**config.mk**
```make
export PLATFORM = sky130hd
export DESIGN_NAME = axis_tile_source
export DESIGN_NICKNAME = d
export VERILOG_FILES = /design/src/rtl/axis_tile_source_pkg.sv /design/src/rtl/axis_tile_source_tile_row_mem.sv /design/src/rtl/axis_tile_source.sv
export SDC_FILE = /design/constraint.sdc
export NUM_CORES = 1
export LEC_CHECK = 0
export BUFFER_PORTS_ARGS = -buffer_cell sky130_fd_sc_hd__buf_2
export CAP_MARGIN = 30
export CORE_MARGIN = 3
export CORE_UTILIZATION = 40
export CTS_BUF_LIST = sky130_fd_sc_hd__clkbuf_16
export DETAILED_ROUTE_END_ITERATION = 10
export HOLD_SLACK_MARGIN = 0.08
export SYNTH_ARGS = -nofsm -noshare
export SYNTH_HDL_FRONTEND = slang
export SYNTH_SLANG_ARGS = --single-unit
```
**constraint.sdc**
```tcl
create_clock -name clk -period 5.6 [get_ports clk]
set_input_delay 1.68 -clock clk [delete_from_list [all_inputs] [get_ports clk]]
set_output_delay 1.68 -clock clk [all_outputs]
set_load 0.1 [all_outputs]
```
**src/rtl/axis_tile_source_pkg.sv**
```systemverilog
// Shared definitions for the tile source: state encoding, count clamping and bus width.
package axis_tile_source_pkg;

  localparam logic STATE_IDLE   = 1'b0;
  localparam logic STATE_STREAM = 1'b1;

  typedef enum logic {
    IDLE   = STATE_IDLE,
    STREAM = STATE_STREAM
  } state_t;

  // A zero or oversized request means "send the whole storage".
  function automatic int unsigned clamp_count(input int unsigned count, input int unsigned depth);
    return ((count == 0) || (count > depth)) ? depth : count;
  endfunction

  function automatic int unsigned bus_width(input int unsigned lanes, input int unsigned data_width);
    return lanes * data_width;
  endfunction

endpackage

```
**src/rtl/axis_tile_source_tile_row_mem.sv**
```systemverilog
// Row storage: synchronous write, asynchronous read, contents survive reset.
module tile_row_mem #(
  parameter int unsigned DEPTH  = 4,
  parameter int unsigned WIDTH  = 32,
  parameter int unsigned ADDR_W = 2
) (
  input  logic              clk,
  input  logic              we,
  input  logic [ADDR_W-1:0] waddr,
  input  logic [WIDTH-1:0]  wdata,
  input  logic [ADDR_W-1:0] raddr,
  output logic [WIDTH-1:0]  rdata
);

  logic [WIDTH-1:0] mem [DEPTH];

  always_ff @(posedge clk) begin
    if (we) begin
      mem[waddr] <= wdata;
    end
  end

  assign rdata = mem[raddr];

endmodule

```
**src/rtl/axis_tile_source.sv**
```systemverilog
// AXI-stream master that replays a stored tile of row vectors, one row per beat, TLAST on the final row.
module axis_tile_source
  import axis_tile_source_pkg::*;
#(
  parameter int unsigned N          = 4,
  parameter int unsigned DATA_WIDTH = 8,
  parameter int unsigned DEPTH      = 4,
  parameter int unsigned ADDR_W     = (DEPTH > 1) ? $clog2(DEPTH) : 1
) (
  input  logic                                 clk,
  input  logic                                 reset,
  input  logic                                 wr_en,
  input  logic [ADDR_W-1:0]                    wr_addr,
  input  logic [bus_width(N, DATA_WIDTH)-1:0]  wr_data,
  output logic                                 wr_err,
  input  logic [ADDR_W:0]                      row_count,
  input  logic                                 start,
  output logic                                 busy,
  output logic                                 done,
  output logic [bus_width(N, DATA_WIDTH)-1:0]  tdata,
  output logic                                 tvalid,
  output logic                                 tlast,
  input  logic                                 tready
);

  localparam int unsigned W = bus_width(N, DATA_WIDTH);

  state_t            state;
  logic [ADDR_W-1:0] ptr;
  logic [ADDR_W-1:0] last_idx;
  logic [ADDR_W-1:0] rd_addr;
  logic [W-1:0]      rd_data;
  logic              wr_ok;
  logic              handshake;
  int unsigned       start_count;

  assign wr_ok       = wr_en && (state == IDLE) && (32'(wr_addr) < DEPTH);
  assign start_count = clamp_count(32'(row_count), DEPTH);
  assign handshake   = tvalid && tready;
  // In IDLE the read port already points at row 0 so the first beat loads on the start edge.
  assign rd_addr     = (state == IDLE) ? '0 : ptr;

  tile_row_mem #(
    .DEPTH  (DEPTH),
    .WIDTH  (W),
    .ADDR_W (ADDR_W)
  ) u_mem (
    .clk   (clk),
    .we    (wr_ok),
    .waddr (wr_addr),
    .wdata (wr_data),
    .raddr (rd_addr),
    .rdata (rd_data)
  );

  always_ff @(posedge clk) begin
    if (reset) begin
      state    <= IDLE;
      ptr      <= '0;
      last_idx <= '0;
      tdata    <= '0;
      tvalid   <= 1'b0;
      tlast    <= 1'b0;
      busy     <= 1'b0;
      done     <= 1'b0;
      wr_err   <= 1'b0;
    end else begin
      done   <= 1'b0;
      wr_err <= wr_en && !wr_ok;
      case (state)
        IDLE: begin
          if (start) begin
            tdata    <= rd_data;
            tvalid   <= 1'b1;
            tlast    <= (start_count == 32'd1);
            busy     <= 1'b1;
            ptr      <= ADDR_W'(1);
            last_idx <= ADDR_W'(start_count - 32'd1);
            state    <= STREAM;
          end
        end
        STREAM: begin
          if (handshake) begin
            if (tlast) begin
              tvalid <= 1'b0;
              tlast  <= 1'b0;
              busy   <= 1'b0;
              done   <= 1'b1;
              ptr    <= '0;
              state  <= IDLE;
            end else begin
              // Without a handshake every output register simply holds.
              tdata <= rd_data;
              tlast <= (ptr == last_idx);
              ptr   <= ptr + 1'b1;
            end
          end
        end
        default: state <= IDLE;
      endcase
    end
  end

endmodule

```
==> metrics.yaml, run 1 <==
status: "completed"
initial_utilization_pct: 41.8
firstDrtPassIters: 4
post_cts_resize_count: 0
critPathLaunchType: "flip-flop"
yosysSeqAreaShare_pct: 71.8
min_period_ns: 2.98
stdcell_area_um2: 7730
core_area_um2: 15500
reg2reg_from: "state$_SDFF_PP0_"
cap_violations: 0
async_reset_ff_share_pct: 0
p_leak_nw: 2.64
intPower_mw: 2.14
crit_slowest_cell: "buf_2"
cts_tree: "yes"
drtIter0Drc: 256
htree_levels: 4
crit_path_end: "tlast"
p_sw_share_pct: 26.1
area_growth_pct: 18.9
fill_cells: 1388
path_depth: 1
clk_pin_slew_ns: 0.06
rsz0062_at_grt: "no"
hold_slack_ns: 0.520
final-seq-area_um2: 4670
syn_inst: 406
syn_nets: 450
finalHoldViolCount: 0
route.detailed.drc: 0
peakVddDrop_mv: 0.232
finalSetupViolCount: 0
clock_sinks: 169
yosysWarningCount: 0
cp_top_family: "buffers and inverters"
max_slew_margin_pct: 37.2
clkLatencyLatePin_ns: 0.42
die_h_um: 133
grt.total_usage_pct: 15.8
reg2reg_slack_ns: 3.12
multi_input_area_um2: 1700
cp_cell_sequence: "buf_2"
stdcell_count: 704
crit_buf_inv: 1
worst_pin_slew_ns: 0.942
final_max_slew_viol_count: 0
finalCritPeriodShare_pct: 53.2
final.setup.tns_ns: 0
arrival_ns: 1.30
pwr-share-seq_pct: 49.2
hpwl_um: 7890
numCtsBuffers: 17
reg2reg_depth: 5
synth_seq_cells: 169
grt_pass1_wl_um: 21300
combPwrFrac_pct: 12.9
grt_max_degree: 42
synth_edf_count: 128
row_count: 45
final_layout_size_suffix_gt1_share_pct: 37.9
hold_buffers: 0
critPathMaxFanout: 7
p_sw_uw: 757
power.share.clock_pct: 37.9
crit_start: "tlast$_SDFFE_PP0P_"
die_w_um: 133
die-area_um2: 17800
diodes: 0
port_buffers: 78
dp_cells: 672
synth.distinct_cells: 41
worstSetupPathType: "reg2out"
p_per_area_nw_per_um2: 375
gp_congestion: 0.679
fin_worst_skew_ns: 0.0125
whs_path_depth: 2
wire_per_inst_um: 19.5
worstHoldPathType: "reg2reg"
antenna_found_initial: 2
synth_ff_type: "edfxtp_1"
cpPeakStageDelay_ns: 0.46
ios: 79
layout.nets: 524
cts_buffer_depth: 2
root_buffer: "clkbuf_16"
netlist_area_um2: 6500
drt-vias-per-instance: 5.24
post_cts_buffers: 0
synth.avg_cell_area_um2: 16.0
gr-total-overflow: 0
r2r-end: "tdata[9]$_SDFFE_PP0P_"
dr_total_vias: 3691
placed_area_um2: 7160
max_freq_ghz: 0.336
required_ns: 3.92
ant_nets: 0
critPathCaptureType: "output port"
grt_pass1_vias: 3799
wirelength_um: 13700
==> worst min-delay path by stage <==
stage | from | end
6_report | last_idx[1]$_SDFFE_PP0P_ | last_idx[1]$_SDFFE_PP0P_
3_3_place_gp | last_idx[0]$_SDFFE_PP0P_ | last_idx[0]$_SDFFE_PP0P_
2_1_floorplan | last_idx[1]$_SDFFE_PP0P_ | last_idx[1]$_SDFFE_PP0P_
5_1_grt | last_idx[1]$_SDFFE_PP0P_ | last_idx[1]$_SDFFE_PP0P_
3_5_place_dp | last_idx[1]$_SDFFE_PP0P_ | last_idx[1]$_SDFFE_PP0P_
4_1_cts | last_idx[1]$_SDFFE_PP0P_ | last_idx[1]$_SDFFE_PP0P_
==> power groups by stage <==
stage | Clock, mW | Combinational [mW] | Sequential (mW)
floorplan | 0 | 0.138 | 1.60
global route | 1.18 | 0.397 | 1.43
finish | 1.10 | 0.375 | 1.43
detailed placement | 0 | 0.378 | 1.45
global placement | 0 | 0.357 | 1.46
CTS | 1.12 | 0.379 | 1.43
==> area by class of cell <==
class,count,share of cell area [%]
clock inverter,15,1.77
multi-input combinational,201,22.1
sequential,169,60.4
timing repair buffer,89,6.77
inverter,2,0.0972
clock buffer,17,5.51
tap,211,3.42
==> sequential cells by signal, indices dropped and copies added (netlist names) <==
| name | count |
|---|---|
| done | 1 |
| last_idx | 2 |
| ptr | 2 |
| state | 1 |
| tdata | 32 |
| tlast | 1 |
| tvalid | 1 |
| u_mem.mem | 128 |
| wr_err | 1 |
==> cells in the mapped netlist, types with 2 or more instances <==
cell type / count / share of area (%)
buf_1: 4 / 0.23
buf_2: 7 / 0.54
inv_1: 2 / 0.12
a21oi_1: 2 / 0.15
nor2b_1: 2 / 0.19
a311oi_2: 30 / 6.9
nor2_1: 5 / 0.29
clkbuf_1: 15 / 0.87
ha_1: 2 / 0.38
a22oi_1: 31 / 3.6
edfxtp_1: 128 / 59
nor4bb_1: 2 / 0.31
a311oi_1: 2 / 0.27
buf_4: 3 / 0.35
buf_6: 5 / 0.87
nand2_1: 34 / 2.0
xor2_1: 2 / 0.27
a211oi_1: 2 / 0.23
mux2_2: 31 / 5.4
o21ai_0: 2 / 0.15
o21a_1: 2 / 0.23
nor3_1: 32 / 2.5
dfxtp_1: 41 / 13
mux2i_1: 2 / 0.31
nand2b_1: 2 / 0.19
==> metrics by stage <==
| stage | utilization, % | setup WS (ns) | total power, mW |
|---|---|---|---|
| 2_1_floorplan | - | 0.254 | 1.74 |
| 3_3_place_gp | 45.6 | 1.92 | 1.82 |
| 3_5_place_dp | 46.1 | 2.26 | 1.83 |
| 4_1_cts | 49.7 | 2.60 | 2.93 |
| 5_1_grt | 49.7 | 2.57 | 3.01 |
| 6_report | 49.7 | 2.62 | 2.90 |
==> logic make-up (layout without fill, tap and decap cells) <==
group                      count (synthesis)  count (layout)  share of synthesized area, %
xor gates and xnor gates                   2               2                         0.270
DFF                                      169             169                          71.8
AOI/OAI and AO/OA                         76              76                          12.2
muxes                                     33              33                          5.68
adders and majority gates                  2               2                         0.385
and+or+nand+nor                           88              88                          6.68
buffers and inverters                     36             123                          2.96
==> cells in the final DEF, fill, tap and decap left out, drive strengths merged, types with 2 or more instances in the layout <==
cell / netlist / layout
nor3: 32 / 32
nor2b: 2 / 2
or2: 2 / 2
clkinv: 0 / 6
bufinv: 0 / 2
clkinvlp: 0 / 4
nor4bb: 2 / 2
inv: 2 / 5
nand2b: 2 / 2
nor2: 5 / 5
a21oi: 2 / 2
mux2: 31 / 31
a311oi: 32 / 32
nand2: 34 / 34
clkbuf: 15 / 17
dfxtp: 41 / 41
o21a: 2 / 2
a22oi: 31 / 31
o21ai: 3 / 3
ha: 2 / 2
xor2: 2 / 2
buf: 19 / 89
mux2i: 2 / 2
edfxtp: 128 / 128
a211oi: 2 / 2
==> layer usage <==
metal | routed length [um] | global-route usage [%]
met1 | 6030 | 20.0
met4 | 181 | 6.17
met3 | 598 | 4.46
met2 | 6890 | 25.8
met5 | 19 | 0
No activity file was read; power rests on OpenSTA's default activity.
==> run 2: changes to the inputs <==
--- a/config.mk
+++ b/config.mk
@@ -5,6 +5,7 @@
 export SDC_FILE = /design/constraint.sdc
 export NUM_CORES = 1
 export LEC_CHECK = 0
+export ABC_AREA = 1
 export BUFFER_PORTS_ARGS = -buffer_cell sky130_fd_sc_hd__buf_2
 export CAP_MARGIN = 30
 export CORE_MARGIN = 3
==> constraint.sdc (replaced) <==
create_clock -name clk -period 2.4 [get_ports clk]
set_input_delay 0.72 -clock clk [delete_from_list [all_inputs] [get_ports clk]]
set_output_delay 0.72 -clock clk [all_outputs]
set_load 0.1 [all_outputs]
==> metrics.yaml, run 2 <==
cp_top_family: "buffers and inverters"
whs_path_depth: 2  # unchanged
die_w_um: 139  # +3.8%
final_util_pct: 48.6  # -1.1 points
grt.total_usage_pct: 16.6  # +0.81 points
synth_area_leaders: "edfxtp_1 (55%), dfxtp_1 (12%), nand2_1 (7.7%), nor2_1 (7.5%), nand3_1 (4.8%)"
clk_pin_slew_ns: 0.06  # about the same
ant_nets: 0  # unchanged
critPathLaunchType: "flip-flop"
post_cts_buffers: 0  # unchanged
hold_buffers: 0  # unchanged
r2r-end: "tdata[9]$_SDFFE_PP0P_"
final_layout_size_suffix_gt1_share_pct: 17.7  # -20 points
reg2reg_slack_ns: 0.78  # -2.34 ns
gp_congestion: 0.772  # +14%
fill_cells: 1535  # +11%
yosysWarningCount: 0  # unchanged
cp_cell_sequence: "buf_2"
layout.nets: 812  # +55%
final.setup.tns_ns: 0  # unchanged
htree_levels: 4  # unchanged
rsz0062_at_grt: "no"
hold_slack_ns: 0.472  # -0.0474 ns
synth.avg_cell_area_um2: 10.1  # -37%
cts_tree: "yes"
arrival_ns: 1.27  # -0.03 ns
numCtsBuffers: 17  # unchanged
core_area_um2: 16900  # +8.6%
drt-vias-per-instance: 4.87  # -7.1%
clock_sinks: 169  # unchanged
row_count: 47  # +4.4%
drtIter0Drc: 397  # +55%
final_common_cell: "nand2_1"
clkLatencyLatePin_ns: 0.41  # about the same
critPathCaptureType: "output port"
regMostFlops: "u_mem.mem"
max_slew_margin_pct: 45.4  # +8.3 points
cts_buffer_depth: 2  # unchanged
synth_area_leader_cell: "edfxtp_1"
min_period_ns: 1.99
finalSetupViolCount: 0  # unchanged
synth_seq_cells: 169  # unchanged
worstHoldPathType: "reg2reg"
grt_pass1_vias: 4780  # +26%
reg2reg_from: "state$_SDFF_PP0_"
hpwl_um: 9150  # +16%
root_buffer: "clkbuf_16"
synthXorXnorAreaFrac_pct: 0  # -0.27 points
yosysSeqAreaShare_pct: 66.3  # -5.4 points
final_max_slew_viol_count: 0  # unchanged
crit_buf_inv: 1  # unchanged
wire_per_inst_um: 15.4  # -21%
gr-total-overflow: 0  # unchanged
port_buffers: 78  # unchanged
p_leak_nw: 3.33  # +26%
dr_total_vias: 4883  # +32%
grt_pass1_wl_um: 25000  # +18%
antenna_found_initial: 3  # +1
reg_top3: "u_mem.mem (128), tdata (32)"
firstDrtPassIters: 4  # unchanged
initial_utilization_pct: 41.7  # -0.16 points
post_cts_resize_count: 0  # unchanged
status: "completed"
min_from: "last_idx[1]$_SDFFE_PP0P_"
largest_register_ffs: 128  # unchanged
wirelength_um: 15400  # +12%
reg2reg_depth: 5  # unchanged
async_reset_ff_share_pct: 0  # unchanged
synthAdderAreaFrac_pct: 0.356  # -0.029 points
worst_pin_slew_ns: 0.816  # -0.127 ns
syn_inst: 695  # +71%
synth_compound_gate_area_share_pct: 2.86  # -9.4 points
die-area_um2: 19200  # +7.8%
synth.distinct_cells: 22  # -46%
critPathMaxFanout: 5  # -2
finalCritPeriodShare_pct: 83.1
cpPeakStageDelay_ns: 0.46  # about the same
muxShareOfSynthArea_pct: 0  # -5.7 points
cap_violations: 0  # unchanged
max_freq_ghz: 0.502
yosys.cell_count.top_type: "nand2_1"
route.detailed.drc: 0  # unchanged
final_cell_mix: "nand2_1 (144), nor2_1 (140), edfxtp_1 (128)"
crit_slowest_cell: "buf_2"
syn_nets: 739  # +64%
grt_max_degree: 102  # +140%
netlist_area_um2: 7030  # +8.2%
synth_top_family_by_area: "simple AND/OR/NAND/NOR gates"
required_ns: 1.68  # -2.24 ns
synth_ff_type: "edfxtp_1"
worstSetupPathType: "reg2out"
yosys.area_share.simple_pct: 24.3  # +18 points
area_growth_pct: 16.8
fin_worst_skew_ns: 0.00713  # -0.00538 ns
synth_top_area_share_pct: 54.7  # -4.5 points
synth_edf_count: 128  # unchanged
finalHoldViolCount: 0  # unchanged
die_h_um: 139  # +3.8%
ios: 79  # unchanged
peakVddDrop_mv: 0.571  # +150%
hold_end: "last_idx[1]$_SDFFE_PP0P_"
p_per_area_nw_per_um2: 813  # +120%
yosys-top-cells-count: "nand2_1 (144), nor2_1 (140), edfxtp_1 (128)"
==> run 2: changes by cell type after synthesis, sizes merged, moves of 32 or more <==
| cell | change |
|---|---|
| a311oi | -32 |
| nor2 | +136 |
| a21oi | +33 |
| nand2 | +114 |
| nand3 | +67 |
| inv | +44 |
==> run 2: worst max-delay path by stage <==
stage                       start                   endpoint  slack (ns)  cells after the start
2_1_floorplan               wr_en  u_mem.mem[1][0]$_DFFE_PP_       -0.14                      2
3_3_place_gp         row_count[0]   last_idx[1]$_SDFFE_PP0P_        0.27                      8
3_5_place_dp         row_count[0]   last_idx[1]$_SDFFE_PP0P_        0.23                      8
4_1_cts        tlast$_SDFFE_PP0P_                      tlast        0.38                      1
5_1_grt        tlast$_SDFFE_PP0P_                      tlast        0.35                      1
6_report       tlast$_SDFFE_PP0P_                      tlast        0.41                      1
==> run 2: where the power goes <==
group          internal (mW)  switching, mW  total (mW)
clock                   1.32           1.10        2.42
sequential              3.26         0.0439        3.31
combinational          0.209          0.735       0.944
==> run 2: through the flow <==
step           total power, mW  instances  worst slack (ns)  instance area (um2)
2_1_floorplan             4.11        695            -0.138                 7050
3_3_place_gp              4.31        969             0.275                 7680
3_5_place_dp              4.32        969             0.229                 7680
4_1_cts                   6.75       1001             0.381                 8210
5_1_grt                   6.97       1002             0.346                 8210
6_report                  6.67       1002             0.406                 8210
==> run 2: cells by family after synthesis <==
| logic type | after synthesis |
|---|---|
| AND/OR/NAND/NOR | 395 |
| buffers and inverters | 89 |
| adder cells (fa/ha/maj) | 2 |
| flip-flops | 169 |
| AO/OA/AOI/OAI | 40 |
==> run 2: layer usage <==
layer  up-vias  GRT usage [%]  part of all wire [%]
met2        99           28.3                    50
met5         -              0                  0.18
met4         4           4.32                  0.97
li1       2451              -                     -
met1      2313           21.0                    44
met3        16           4.66                   4.9
==> run 2: area by class of cell <==
cell class	count	area, um2	share of cell area, %
diodes	1	2.50	0.0305
clock buffers	17	425	5.18
clock inverters	15	103	1.25
inverters	47	179	2.18
multi-input cells	437	1980	24.1
flip-flops and latches	169	4670	56.9
well taps	220	275	3.35
repair buffers	96	576	7.01
